===== src/rtl/demux_pkg.sv =====
// Shared types and helpers for the serial-in, parallel-out demultiplexer.
// The PARITY state is only reachable when DEMUX_PARITY_EN is defined.
package demux_pkg;

    typedef enum logic [1:0] {
        COLLECT = 2'd0,
        PARITY  = 2'd1,
        HOLD    = 2'd2
    } demux_state_e;

    // Widest word even_par can fold; callers zero-extend into it.
    localparam int PAR_MAX_W = 256;

    // Returns 1 when v holds an odd number of ones.
    function automatic logic even_par(input logic [PAR_MAX_W-1:0] v);
        return ^v;
    endfunction

endpackage


===== src/rtl/demux_idx_counter.sv =====
// Lane index counter for demux_sipo: increments per accepted bit, wraps at m-1,
// and clears synchronously on flush or HOLD exit (DEMUX_PARITY_EN agnostic).
module demux_idx_counter
    import demux_pkg::*;
#(
    parameter int n = 3,
    parameter int m = 8
) (
    input  logic         clk,
    input  logic         rst_n,
    input  logic         inc,
    input  logic         clr,
    output logic [n-1:0] idx
);

    localparam logic [n-1:0] LAST = n'(m - 1);

    // Clear wins over increment so a flush drops the coincident bit.
    always_ff @(posedge clk or negedge rst_n) begin
        if (!rst_n) begin
            idx <= '0;
        end else if (clr) begin
            idx <= '0;
        end else if (inc) begin
            idx <= (idx == LAST) ? '0 : idx + 1'b1;
        end
    end

endmodule


===== src/rtl/demux_sipo.sv =====
// Serial-in, parallel-out demux: bit k of a frame lands in out_data[k] (lane 0 first).
// DEMUX_PARITY_EN adds a trailing even-parity bit, the PARITY state and parity_err.
module demux_sipo
    import demux_pkg::*;
#(
    parameter int n = 3,
    parameter int m = 8
) (
    input  logic         clk,
    input  logic         rst_n,
    input  logic         din,
    input  logic         din_valid,
    output logic         din_ready,
    input  logic         flush,
    output logic [n-1:0] sel,
    output logic [m-1:0] out_data,
    output logic         out_valid,
    input  logic         out_ready
`ifdef DEMUX_PARITY_EN
    ,
    output logic         parity_err
`endif
);

    localparam logic [n-1:0] LAST = n'(m - 1);

    demux_state_e state;
    logic [m-1:0] shadow;
    logic [m-1:0] shadow_nxt;
    logic         accept;
    logic         in_frame;
    logic         cnt_inc;
    logic         cnt_clr;
    logic         hold_exit;

    assign din_ready = (state != HOLD);
    assign accept    = din_valid && din_ready;
    assign in_frame  = (state != HOLD);
    assign hold_exit = (state == HOLD) && out_ready;
    assign cnt_inc   = accept && !flush && (state == COLLECT);
    assign cnt_clr   = (flush && in_frame) || hold_exit;

    // Shadow with the incoming bit merged into lane sel; the final lane goes
    // straight to out_data from here so no extra cycle is spent.
    for (genvar i = 0; i < m; i++) begin : g_lane
        assign shadow_nxt[i] = (sel == n'(i)) ? din : shadow[i];
    end

    demux_idx_counter #(.n(n), .m(m)) u_idx (
        .clk   (clk),
        .rst_n (rst_n),
        .inc   (cnt_inc),
        .clr   (cnt_clr),
        .idx   (sel)
    );

    always_ff @(posedge clk or negedge rst_n) begin
        if (!rst_n) begin
            state     <= COLLECT;
            shadow    <= '0;
            out_data  <= '0;
            out_valid <= 1'b0;
`ifdef DEMUX_PARITY_EN
            parity_err <= 1'b0;
`endif
        end else begin
            case (state)
                COLLECT: begin
                    if (flush) begin
                        shadow <= '0;
                    end else if (accept) begin
                        shadow <= shadow_nxt;
                        if (sel == LAST) begin
`ifdef DEMUX_PARITY_EN
                            state <= PARITY;
`else
                            out_data  <= shadow_nxt;
                            out_valid <= 1'b1;
                            state     <= HOLD;
`endif
                        end
                    end
                end
`ifdef DEMUX_PARITY_EN
                PARITY: begin
                    if (flush) begin
                        shadow <= '0;
                        state  <= COLLECT;
                    end else if (accept) begin
                        parity_err <= even_par(PAR_MAX_W'(shadow)) ^ din;
                        out_data   <= shadow;
                        out_valid  <= 1'b1;
                        state      <= HOLD;
                    end
                end
`endif
                HOLD: begin
                    if (out_ready) begin
                        out_valid <= 1'b0;
                        shadow    <= '0;
                        state     <= COLLECT;
                    end
                end
                default: begin
                    state <= COLLECT;
                end
            endcase
        end
    end

endmodule


===== config.mk =====
export PLATFORM = sky130hd
export DESIGN_NAME = demux_sipo
export DESIGN_NICKNAME = d
export VERILOG_FILES = /design/src/rtl/demux_pkg.sv /design/src/rtl/demux_idx_counter.sv /design/src/rtl/demux_sipo.sv
export SDC_FILE = /design/constraint.sdc
export NUM_CORES = 1
export LEC_CHECK = 0
export CAP_MARGIN = 40
export CORE_MARGIN = 2
export CORE_UTILIZATION = 53
export DETAILED_ROUTE_END_ITERATION = 7
export PLACE_DENSITY_LB_ADDON = 0.08
export SLEW_MARGIN = 20
export SYNTH_ARGS = -nofsm -noshare
export SYNTH_HDL_FRONTEND = slang
export SYNTH_SLANG_ARGS = --single-unit

===== constraint.sdc =====
create_clock -name clk -period 4.1 [get_ports clk]
set_input_delay 0.82 -clock clk [delete_from_list [all_inputs] [get_ports clk]]
set_output_delay 0.82 -clock clk [all_outputs]
set_load 0.03 [all_outputs]

==> results of run 1 <==
cells by family (layout without fill, tap and decap cells):
| group | Yosys count | in the layout |
|---|---|---|
| adders and majority gates | 6 | 6 |
| muxes | 7 | 7 |
| DFF | 19 | 19 |
| and+or+nand+nor | 30 | 30 |
| AOI/OAI and AO/OA | 20 | 20 |
| buffers and inverters | 8 | 27 |
sequential cells by signal (all words and copies together) (netlist names):
name,cells
out_data,8
out_valid,1
shadow,7
u_idx.idx,3
power by group through the flow:
| stage | Combinational [mW] | Clock, mW | Sequential (mW) |
|---|---|---|---|
| 3_3_place_gp | 0.0442 | 0 | 0.199 |
| 6_report | 0.0460 | 0.0950 | 0.195 |
| 4_1_cts | 0.0467 | 0.0970 | 0.195 |
| 5_1_grt | 0.0512 | 0.104 | 0.196 |
| 2_1_floorplan | 0.0210 | 0 | 0.203 |
| 3_5_place_dp | 0.0466 | 0 | 0.199 |
worst reg2reg max path: stages, from the launching register on:
cell	delay, ps
dfrtp_1	430
ha_1	200
ha_1	200
and4bb_1	530
mux2_4	340
metrics by stage:
step                      hold slack (ps)  utilization  worst slack [ps]
after floorplan                       456            -              2400
after global routing                  518        0.700              1670
after global placement                477        0.675              1730
after detailed placement              480        0.684              1710
final                                 498        0.700              1720
after CTS                             505        0.700              1700
worst paths after layout:
kind,to,slack [ps],cells after the start
min in group asynchronous,out_data[7],720,1
max,sel[2],1720,1
min,shadow[6],500,1
min reg2reg,shadow[6],500,1
max in group asynchronous,u_idx.idx[0],3010,2
max reg2reg,out_data[7],2300,4
area by class of cell:
class,instances,area (um2),share of cell area
Multi-Input combinational cell,63,464,0.384
Clock buffer,3,22.5,0.0186
Sequential cell,19,475,0.393
Clock inverter,1,5.00,0.00414
Timing Repair Buffer,19,195,0.161
Inverter,4,15.0,0.0124
Tap cell,25,31.3,0.0259
layout by cell type, fill, tap and decap left out, types with 4 or more instances in the layout:
master           instances
clkdlybuf4s50_1         18
ha_1                     6
and3_1                   4
mux2i_1                  5
nor2_1                  12
a21oi_1                  8
nand2b_1                 4
dfrtp_1                 19
inv_1                    4
nand2_1                  5
per-layer routing:
| layer | wire length [um] | vias to the layer above | part of all wire |
|---|---|---|---|
| met2 | 795 | 17 | 0.45 |
| li1 | - | 357 | - |
| met1 | 863 | 337 | 0.49 |
| met4 | 49 | 0 | 0.028 |
| met3 | 68 | 5 | 0.038 |
| met5 | 0 | - | 0 |
==> metrics.txt, run 1 <==
outcome finished clean; critical path arrival 1560 ps; synthesized area 978 um2; CP max FO 12; Post-CTS Resized 0; RSZ-0062 raised after global routing no; M3 GR Usage 0.0231; Commonest cells post-synth dfrtp_1 (19), nor2_1 (12), a21oi_1 (8), ha_1 (6); total power 0.336 mW; startpoint types flop; worst skew pair latency 300 ps; ANT cells 0; routed wire length 1780 um; Post-synth ARST share 1.00; Nets 122; CTS tree done; PortBufs 18; site row count 15; Die Width 47.0 um; GRT overflow 0; top post-synthesis cells by area dfrtp_1 (49%), ha_1 (7.7%), mux2i_1 (5.1%), nor2_1 (4.6%), a21oi_1 (4.1%); Post-Syn Nets 102; 1st-pass router iterations 4; via density per instance 5.34; final worst-path cycle share 0.581; post-synthesis cell count 90; XOR/XNOR Fraction of Synth Area 0; Hold Path Origin shadow[6]; flops & latches, synth 19; internal power 0.248 mW; sequential area share after synthesis 0.486; Total GRT Usage 0.191; placed cells 130; EDFF count, synth 0; Static Leakage 0.605 nW; Setup Fix Bufs, Post-CTS 0; area leader, netlist dfrtp_1; clk sinks 19; largest family of logic cells by synthesized area simple AND/OR/NAND/NOR gates; clk buf depth 2; CP required 3280 ps; vias in the first global route 611; Clock H-tree levels 1; Final Skew 5.34 ps; GRT met2 Usage 0.285; Buf+Inv Stages, Crit Path 1; Post-Synth Simple-Gate Area 0.169; WS Path Type flop to output pin; Power Dens Cells 278 mW/mm2; Avg WL per Cell 13.3 um; count of cell types in the netlist 26; Synth Flop Type dfrtp_1; drc violations 0; max_cap viols 0; combinational group share of total power 0.137; Top delay family on crit path buffers and inverters; Setup crit start u_idx.idx[2]; met1 GRT Util 0.260; gp weighted congestion 0.739; global-route wire length before repair 2780 um; top-count cell post-synth dfrtp_1; Mean Syn Cell Area 10.9 um2; sw frac 0.263; area delta synth->final 23.5%; Final Hold Viols 0; via count 716; Crit-path slowest cell clkdlybuf4s50_1; non-filler cells, final 134; Clock transition at path regs 100 ps; largest net degree at the start of global routing 17; Final Cell Area 0.00121 mm2; Synth top area share 0.486; DIE AREA 0.00221 mm2; Core Region 0.00173 mm2; switching power 0.0884 mW; compound-gate portion of the synthesized area 0.151; final slew viol count 0; Initial Utilization 0.567; chip height 47.0 um; fmax 0.420 GHz; DRT iter0 DRCs 10; Clk pwr share 0.283; Yosys warnings 0; IO Pins 19; Final setup viols 0; setup TNS 0 ps; worst min-delay path class flop to flop; Hold Buf Count CTS 0; Seq pwr share 0.581; Worst VDD drop 0.224 mV; antenna viol nets, final 0; CP Cell Sequence clkdlybuf4s50_1; global route hottest layer met2; Max-slew headroom 0.466; area post-placement 0.00118 mm2; layout cells sized above 1 0.0734; mux contribution to synthesized area 0.0780; worst-margin pin slew 796 ps; TritonCTS Buffers 3; Filler cells 143; initial antenna violation count 0; Adder-Cell Fraction of Synth Area 0.0767; worst stage delay on the critical path 730 ps; placed wire-length estimate 1310 um; CP Capture Type output pin; reg2reg start u_idx.idx[1]; Root Driver clkbuf_4; Tmin final 2380 ps
Note: power is estimated with default switching activity, not from simulation.
==> run 2: changes to the inputs <==
Settings changed: CORE_UTILIZATION 53 to 45.
Clock period 4.1 ns to 1.92 ns, I/O delays scaled along.
==> run 2 against run 1 <==
  * Wire length is 11% higher
  * Largest power group unchanged
  * Largest cell class unchanged
  * Total power is 110% higher
  * Sequential share of layout area is 0.91 points lower
  * Die area is 16% higher
  * Global-route usage is 2.6 points lower
==> metrics.txt, run 2 (same netlist as run 1, synthesis figures left out) <==
placed wire-length estimate 1440 um (was 1310 um); gp weighted congestion 0.789 (was 0.739); ANT cells 0 (unchanged); CP required 1540 ps (was 3280 ps); RR Endpoint out_data[5] (was out_data[7]); DIE AREA 0.00256 mm2 (was 0.00221 mm2); RSZ-0062 raised after global routing no (unchanged); area delta synth->final 26.5% (was 23.5%); Static Leakage 0.639 nW (was 0.605 nW); CTS tree done (unchanged); GRT overflow 0 (unchanged); via count 725 (was 716); Nets 126 (was 122); Clk pwr share 0.274 (was 0.283); CP Capture Type output pin (unchanged); Tmin final 1790 ps; site row count 16 (was 15); Hold Buf Count CTS 0 (unchanged); WS Path Type flop to output pin (unchanged); Final Cell Area 0.00124 mm2 (was 0.00121 mm2); Max-slew headroom 0.730 (was 0.466); CP max FO 5 (was 12); Avg WL per Cell 14.1 um (was 13.3 um); R2R cell count 6 (was 4); clk buf depth 2 (unchanged); worst stage delay on the critical path 690 ps (was 730 ps); routed wire length 1970 um (was 1780 um); Top delay family on crit path buffers and inverters (unchanged); area post-placement 0.00121 mm2 (was 0.00118 mm2); Crit-path slowest cell clkdlybuf4s50_1 (unchanged); setup TNS 0 ps (unchanged); Post-CTS Resized 0 (unchanged); Setup Fix Bufs, Post-CTS 0 (unchanged); Filler cells 174 (was 143); initial antenna violation count 0 (unchanged); Initial Utilization 0.489 (was 0.567); most common cell after layout, fill and taps aside dfrtp_1 (unchanged); via density per instance 5.18 (was 5.34); 1st-pass router iterations 3 (was 4); sw frac 0.253 (was 0.263); Total GRT Usage 0.166 (was 0.191); antenna viol nets, final 0 (unchanged); combinational group share of total power 0.144 (was 0.137); layout cells sized above 1 0.0973 (was 0.0734); PortBufs 18 (unchanged); Clock transition at path regs 110 ps (was 100 ps); Clock H-tree levels 1 (unchanged); fmax 0.558 GHz; final slew viol count 0 (unchanged); largest registers out_data x8, shadow x7, u_idx.idx x3 (unchanged); Final setup viols 0 (unchanged); drc violations 0 (unchanged); Buf+Inv Stages, Crit Path 1 (unchanged); vias in the first global route 715 (was 611); CP Cell Sequence clkdlybuf4s50_1 (unchanged); global-route wire length before repair 3200 um (was 2780 um); internal power 0.534 mW (was 0.248 mW); worst min-delay path class input pin to asynchronous set/reset pin (was flop to flop); DRT iter0 DRCs 8 (was 10); switching power 0.181 mW (was 0.0884 mW); flop2flop setup slack 340 ps (was 2300 ps); IO Pins 19 (unchanged); final worst-path cycle share 0.933; Largest Register out_data (unchanged); Root Driver clkbuf_4 (unchanged); Die Width 50.6 um (was 47.0 um); critical path arrival 1410 ps (was 1560 ps); worst-margin pin slew 404 ps (was 796 ps); Power Dens Cells 578 mW/mm2 (was 278 mW/mm2); clk sinks 19 (unchanged); outcome finished clean (unchanged); largest net degree at the start of global routing 20 (was 17); startpoint types flop (unchanged); Final Hold Viols 0 (unchanged); Hold WS 416 ps (was 498 ps); Seq pwr share 0.581 (about the same); max_cap viols 0 (unchanged); Core Region 0.00200 mm2 (was 0.00173 mm2); worst skew pair latency 290 ps (was 300 ps); most frequent cells in the layout dfrtp_1 (19), clkdlybuf4s50_1 (16), nor2_1 (12) (was dfrtp_1 (19), clkdlybuf4s50_1 (18), nor2_1 (12)); TritonCTS Buffers 3 (unchanged); chip height 50.6 um (was 47.0 um); Final Skew 5.44 ps (was 5.34 ps); Largest register FFs 8 (unchanged); reg2reg start u_idx.idx[0] (was u_idx.idx[1]); Worst VDD drop 0.402 mV (was 0.224 mV)
==> run 2: changes by cell type in the layout (fill, tap and decap cells not counted) <==
cell	delta
buf_4	+5
clkdlybuf4s50_1	-2
dlymetal6s2s_1	+2
buf_8	-1
clkinv_2	-1
clkbuf_1	+1
==> run 2: cell type report <==
type | instances | area [um2] | area share
repair buffers | 23 | 223 | 0.180
clock buffers | 4 | 26.3 | 0.0212
flip-flops and latches | 19 | 475 | 0.384
inverters | 4 | 15.0 | 0.0121
well taps | 27 | 33.8 | 0.0273
multi-input cells | 63 | 464 | 0.375
==> run 2: worst max path at each step <==
stage,start,end,slack (ps),cells past startpoint
after floorplan,u_idx.idx[0],out_data[7],220,5
after CTS,out_valid,din_ready,30,2
after global routing,u_idx.idx[1],sel[1],60,1
after detailed placement,din_valid,u_idx.idx[0],140,4
final,u_idx.idx[1],sel[1],130,1
after global placement,din_valid,shadow[3],180,4
==> run 2: routing by layer <==
metal / share of wire / vias up / GRT usage
met5: 0 / - / 0
met4: 0.0056 / 0 / 0.0541
met3: 0.033 / 2 / 0.0387
met2: 0.49 / 11 / 0.281
met1: 0.47 / 351 / 0.207
li1: - / 361 / -
==> run 2: power by group through the flow <==
stage	Clock [mW]	Combinational (mW)	Sequential [mW]
2_1_floorplan	0	0.0448	0.434
3_3_place_gp	0	0.103	0.423
3_5_place_dp	0	0.104	0.424
4_1_cts	0.203	0.104	0.416
5_1_grt	0.218	0.112	0.418
6_report	0.196	0.103	0.416
==> run 2: through the flow <==
stage | total power, mW | std cells | worst slack [ps] | util
floorplan | 0.479 | 90 | 217 | -
global route | 0.748 | 140 | 61.2 | 0.618
global placement | 0.526 | 136 | 177 | 0.603
CTS | 0.723 | 140 | 28.7 | 0.616
detailed placement | 0.528 | 136 | 143 | 0.603
finish | 0.716 | 140 | 129 | 0.618
